[config.mk]
export PLATFORM = sky130hd
export DESIGN_NAME = tdm_demux
export DESIGN_NICKNAME = d
export VERILOG_FILES = /design/src/rtl/tdm_demux.sv
export SDC_FILE = /design/constraint.sdc
export NUM_CORES = 1
export LEC_CHECK = 0
export CAP_MARGIN = 20
export CORE_AREA = 8 8 65 78
export CTS_CLUSTER_DIAMETER = 50
export DETAILED_ROUTE_END_ITERATION = 8
export DIE_AREA = 0 0 73 86
export GPL_TIMING_DRIVEN = 0
export HOLD_SLACK_MARGIN = 0.15
export PLACE_DENSITY = 0.76
export SYNTH_ARGS = -nofsm -noshare
export SYNTH_HDL_FRONTEND = slang
export SYNTH_SLANG_ARGS = --single-unit
[constraint.sdc]
create_clock -name clk -period 3.02 [get_ports clk]
set_clock_uncertainty 0.15 [all_clocks]
set_input_delay 0.604 -clock clk [delete_from_list [all_inputs] [get_ports clk]]
set_output_delay 0.604 -clock clk [all_outputs]
set_load 0.01 [all_outputs]
[src/rtl/tdm_demux.sv]
// Time-division demultiplexer: steers a round-robin word stream into per-channel
// output registers, recovering frame alignment from a sync marker on channel 0.
module tdm_demux #(
    parameter int unsigned WIDTH    = 8,
    parameter int unsigned CHANNELS = 4
) (
    input  logic                      clk,
    input  logic                      rst_n,
    input  logic [WIDTH-1:0]          data_in,
    input  logic                      valid_in,
    input  logic                      sync_in,
    input  logic                      clr_err,
    output logic [CHANNELS*WIDTH-1:0] data_out,
    output logic [CHANNELS-1:0]       valid_out,
    output logic                      frame_done,
    output logic                      sync_err,
    output logic                      err_flag,
    output logic                      locked
);

    localparam int unsigned CNT_W = $clog2(CHANNELS);
    localparam logic [CNT_W-1:0] LAST_SLOT = CNT_W'(CHANNELS - 1);

    typedef enum logic [0:0] {StHunt, StRun} state_e;

    state_e                    state_q, state_d;
    logic [CNT_W-1:0]          ch_cnt_q, ch_cnt_d;
    logic [CHANNELS*WIDTH-1:0] data_q;
    logic [CHANNELS-1:0]       valid_out_q, valid_out_d;
    logic                      frame_done_q, frame_done_d;
    logic                      sync_err_q, sync_err_d;
    logic                      err_flag_q, err_flag_d;

    logic                      wr_en;
    logic [CNT_W-1:0]          wr_slot;

    // Next-state decode: alignment tracking, slot selection and error detection.
    // A write to the last slot can only be reached by walking 0..CHANNELS-1 in
    // order after a sync, so it alone marks a complete frame.
    always_comb begin
        state_d      = state_q;
        ch_cnt_d     = ch_cnt_q;
        wr_en        = 1'b0;
        wr_slot      = ch_cnt_q;
        sync_err_d   = 1'b0;
        frame_done_d = 1'b0;

        if (valid_in) begin
            unique case (state_q)
                StHunt: begin
                    // Words without sync are dropped silently while hunting.
                    if (sync_in) begin
                        wr_en    = 1'b1;
                        wr_slot  = '0;
                        ch_cnt_d = CNT_W'(1);
                        state_d  = StRun;
                    end
                end
                StRun: begin
                    if (sync_in) begin
                        // Early sync truncates the current frame but stays aligned.
                        sync_err_d = (ch_cnt_q != '0);
                        wr_en      = 1'b1;
                        wr_slot    = '0;
                        ch_cnt_d   = CNT_W'(1);
                    end else if (ch_cnt_q != '0) begin
                        wr_en        = 1'b1;
                        wr_slot      = ch_cnt_q;
                        ch_cnt_d     = ch_cnt_q + CNT_W'(1);
                        frame_done_d = (ch_cnt_q == LAST_SLOT);
                    end else begin
                        // Missing sync: frame is too long, alignment lost.
                        sync_err_d = 1'b1;
                        ch_cnt_d   = '0;
                        state_d    = StHunt;
                    end
                end
                default: begin
                    state_d  = StHunt;
                    ch_cnt_d = '0;
                end
            endcase
        end
    end

    // One-hot write strobe for the selected slot.
    always_comb begin
        valid_out_d = '0;
        for (int k = 0; k < int'(CHANNELS); k++) begin
            valid_out_d[k] = wr_en && (wr_slot == CNT_W'(k));
        end
    end

    // Sticky error: a new error wins over a simultaneous clear.
    always_comb begin
        err_flag_d = err_flag_q;
        if (sync_err_d) begin
            err_flag_d = 1'b1;
        end else if (clr_err) begin
            err_flag_d = 1'b0;
        end
    end

    // State, counter and pulse/flag registers.
    always_ff @(posedge clk or negedge rst_n) begin
        if (!rst_n) begin
            state_q      <= StHunt;
            ch_cnt_q     <= '0;
            valid_out_q  <= '0;
            frame_done_q <= 1'b0;
            sync_err_q   <= 1'b0;
            err_flag_q   <= 1'b0;
        end else begin
            state_q      <= state_d;
            ch_cnt_q     <= ch_cnt_d;
            valid_out_q  <= valid_out_d;
            frame_done_q <= frame_done_d;
            sync_err_q   <= sync_err_d;
            err_flag_q   <= err_flag_d;
        end
    end

    // Per-channel data registers; unwritten slices hold their last word.
    always_ff @(posedge clk or negedge rst_n) begin
        if (!rst_n) begin
            data_q <= '0;
        end else begin
            for (int k = 0; k < int'(CHANNELS); k++) begin
                if (valid_out_d[k]) begin
                    data_q[k*WIDTH +: WIDTH] <= data_in;
                end
            end
        end
    end

    assign data_out   = data_q;
    assign valid_out  = valid_out_q;
    assign frame_done = frame_done_q;
    assign sync_err   = sync_err_q;
    assign err_flag   = err_flag_q;
    assign locked     = (state_q == StRun);

endmodule

-- Word-level counts from Yosys, hierarchy flattened
Index checks and enable logic that the tools add are counted.
- bits in latches: 0
- register bits after elaboration: 42
- word-level logic and storage cells: 46
- memory bits (read-only): 0
- bits in writable memories: 0
- memories: 0
- multiply operators: 0
- mux-type cells: 21
- div/mod/pow operators: 0
- reduce and logical (&&, ||, !) cells: 8
- bitwise gates (word level): 1
- eq/ne operators: 5
- $add $sub $neg: 1
- order comparisons: 0
- shifts and indexed selects: 0
- operators by type and width (kind ; count):
    $mux W1 ; 14
    $mux W2 ; 5
    $eq A2 B2 Y1 const B ; 3
    $logic_and A1 B1 Y1 ; 4
    $pmux W2 S2 ; 1
    $reduce_bool A2 Y1 ; 2
    $add A2 B1 Y2 const B ; 1
    $eq A2 B1 Y1 const B ; 1
    $logic_not A2 Y1 ; 1
    $ne A2 B2 Y1 const B ; 1
    $pmux W1 S2 ; 1
    $reduce_and A2 Y1 ; 1
    $not A1 Y1 ; 1

-- Depth between registers and ports, before layout
- depth in word-level cells: 6
- depth in mapped cells: 7
- depth with buffers taken out: 6

-- Worst setup path before layout
No wires, ideal clock.
- path kind: reg-to-reg
- start: reg ch_cnt_q[0]
- end: reg data_q[24] (netlist: data_out[24])
- cell stages (with the launch flop): 8
- setup time: 0.125 ns
- arrival: 1.878 ns
- path buffers: 1
- slack: 0.867 ns
- clock period less this slack: 2.153 ns
- data required time: 2.745 ns
- cell sequence: dfrtp_1 > inv_1 > ha_1 > ha_1 > and4bb_4 > and3_4 > buf_6 > mux2_2
- word-level cells in the longest chain between the ends: 6
- elaborated cells between the ends (all ways): 9
- ends and longest elaborated chain (item ; line ; text):
    start: declaration ; 27 ; logic [CNT_W-1:0] ch_cnt_q, ch_cnt_d;
    start signal: assignment ; 115 ; ch_cnt_q <= ch_cnt_d;
    $reduce_bool A2 Y1 ; 66 ; end else if (ch_cnt_q != '0) begin
    $mux W1 ; 66 ;
    $mux W1 ; 60 ; if (sync_in) begin
    $pmux W1 S2 ; 49 ; unique case (state_q)
    $mux W1 ; 48 ; if (valid_in) begin
    $logic_and A1 B1 Y1 * ; 90 ; valid_out_d[k] = wr_en && (wr_slot == CNT_W'(k));
    net valid_out_d[3] ; 29 ; logic [CHANNELS-1:0] valid_out_q, valid_out_d;
    end signal: indexed assignment ; 130 ; data_q[k*WIDTH +: WIDTH] <= data_in;
    end: declaration ; 28 ; logic [CHANNELS*WIDTH-1:0] data_q;
Mark *: on every way through the listed nets, which the timed path passes. The rest lies on a longest branch.
A chain may end at the register's enable or synchronous reset.

-- Worst setup path in the final report
- start: in sync_in
- end: reg data_q[31] (netlist: data_out[31])
- word-level cells in the longest chain between the ends: 4
- elaborated cells between the ends (all ways): 8
- ends and longest elaborated chain (item ; line ; text):
    start: declaration ; 11 ; input logic sync_in,
    $mux W1 (tied with other cells) ; 60 ;
    $pmux W1 S2 or $mux W2 (tied branches) ; 49, 48 ;
    $mux W1 or $eq A2 B2 Y1 (tied branches) ; 48, 90 ;
    $logic_and A1 B1 Y1 * ; 90 ;
    net valid_out_d[3] ; 29 ;
Marked as above.

==> run metrics <==
status finished clean; startpoint types input port; CTS tree done; Syn Inst Count about 110; final WL approximately 3600 um; number of buffers created by CTS 5; CTS resizes 0; IO Port Bufs 51; global route total overflow 0; core box area between 3000 and 4000 um2; Setup Crit Path Kind input port to flip-flop; Critical Path RT about 3100 ps; post-cts hold buffer count 0; r2r endpoint data_out[31]; ant diodes 0; Distinct cells, synth 19; Post-Synthesis Cell Area 1650 um2; share of layout cells above drive strength 1 0.295; Via density 4.75; vias in the first global route around 1200; Crit. Startpoint sync_in; Iter 0 DRT Violations a little under 70; Critical Path End data_out[31]; vias between 1000 and 1500; Worst Tran Pin Value between 800 and 900 ps; f_max a little under 0.4 GHz; RSZ-0062 raised after global routing no; gr usage total 0.125; Critical Path Fanout Max 9; area fraction of the dominant cell type after synthesis 0.636; Static Leak between 1 and 1.5 nW; die height about 86 um; largest net degree at the start of global routing 43; slew margin rel. 0.404; total negative slack 0 ps; ANT nets after route 0; Post-synth ARST share 1.00; Worst Hold Class input port to async pin; Fill cells ~330; part of the Yosys area used for sequential elements 0.636; top cells by count, synth dfrtp_1, mux2_2, inv_1; most common cell in the netlist dfrtp_1; io pins between 50 and 60; DR pass1 iterations 2; Rows 25; r2r setup slk around 700 ps; synth warn 0; DRC violations left 0; final net count roughly 180; Avg Cell Area, Syn around 15 um2; maximum clock path buffer count 2; global placer's final weighted congestion 0.791; endpoints failing setup 0; Routed WL per cell ~16 um; ys flop type dfrtp_1; top cell type by total area after synthesis dfrtp_1; CP Capture Type flip-flop; Critical Path AT approximately 2600 ps; Final WS setup approximately 500 ps; Pwr per Cell Area 971 nW/um2; number of synthesized flops with an enable pin 0; CTS H-tree depth 2; clock tree sinks 42; synthesized flop and latch total 42; Starting Density 0.429; die footprint around 6300 um2; area grow syn2layout 40.0%; Multi-input gate area 548 um2; worst skew pair latency a little under 300 ps; final hold vios 0; period utilization 0.836; Root Driver clkbuf_8; die width about 73 um; r2r startpoint ch_cnt_q[1]; Worst-path clk slew 80 ps; Worst R2R Path Depth 7; first-pass GRT wire length slightly below 6000 um; post-place setup slack approximately 190 ps; syn nets about 120; top cells by area, synth dfrtp_1, mux2_2, ha_1; crit path time final 2520 ps; initial antenna violation count 0; FF/Latch Area 1050 um2; postcts setup bufs 0; max cap viols 0; Peak VDD IR ~0.43 mV; Slew Viols, Final 0
-- state kept, by name, indices dropped and copies added (netlist names) --
| name | flops |
|---|---|
| locked | 1 |
| ch_cnt_q | 2 |
| data_out | 32 |
| frame_done | 1 |
| valid_out | 4 |
| err_flag | 1 |
| sync_err | 1 |
-- cell usage in the layout, fill, tap and decap left out --
cell type and instances:
a21oi_1 2, a31oi_1 1, and3_4 1, and4bb_4 1, buf_2 1, buf_4 2
buf_6 1, clkbuf_8 5, clkdlybuf4s50_1 50, clkinv_2 2, dfrtp_1 42, ha_1 4
inv_1 7, inv_6 1, mux2_2 32, nand2_1 2, nand3_1 1, nand3_2 2
nor2_1 2, nor3b_1 2, o211ai_2 1, o21ai_0 1, o22ai_1 2, o2bb2ai_1 1
-- worst max-delay path, cell delays in order --
cell and delay [ps]:
clkdlybuf4s50_1 560, inv_1 110, ha_1 240, and4bb_4 370
and3_4 190, buf_6 150, mux2_2 350
-- metal layers --
| layer | GRT usage | part of all wire |
|---|---|---|
| met1 | 0.125 | 0.36 |
| met3 | 0.0490 | 0.072 |
| met5 | 0 | 0 |
| met4 | 0.0529 | 0.021 |
| met2 | 0.220 | 0.54 |
-- worst min path at each step --
stage / from / to / depth (start not counted)
finish: rst_n / locked / 1
floorplan: rst_n / ch_cnt_q[0] / 0
detailed placement: data_out[5] / data_out[5] / 1
global route: rst_n / data_out[8] / 1
CTS: rst_n / data_out[16] / 1
global placement: data_out[6] / data_out[6] / 1
-- power by group --
part	leakage [nW]	switching, W	internal (W)
clock	0.0483	0.000191	0.000163
combinational	0.466	0.000368	0.000597
sequential	0.517	0.000130	0.000794
-- logic make-up after synthesis --
family	synth area share
multiplexers	0.218
adder cells (fa/ha/maj)	0.0303
buffers and inverters	0.0318
AO/OA/AOI/OAI	0.0333
AND/OR/NAND/NOR	0.0500
flip-flops	0.636
-- layout make-up --
| cell class | instances | share of cell area |
|---|---|---|
| buffer | 3 | 0.0114 |
| clock buffer | 5 | 0.0298 |
| tap | 54 | 0.0292 |
| clock inverter | 3 | 0.00812 |
| multi-input combinational | 55 | 0.237 |
| timing repair buffer | 51 | 0.219 |
| sequential | 42 | 0.455 |
| inverter | 7 | 0.0114 |
-- per-stage QoR --
stage	cells	cell area (um2)	hold slack [ps]	util	power, W
after floorplan	107	1650	158	-	0.00134
after global placement	212	2230	339	0.580	0.00188
after detailed placement	212	2220	341	0.578	0.00192
after CTS	220	2310	318	0.601	0.00228
after global routing	220	2310	365	0.601	0.00239
final	220	2310	286	0.601	0.00224
Note: power is estimated with default switching activity, not from simulation.
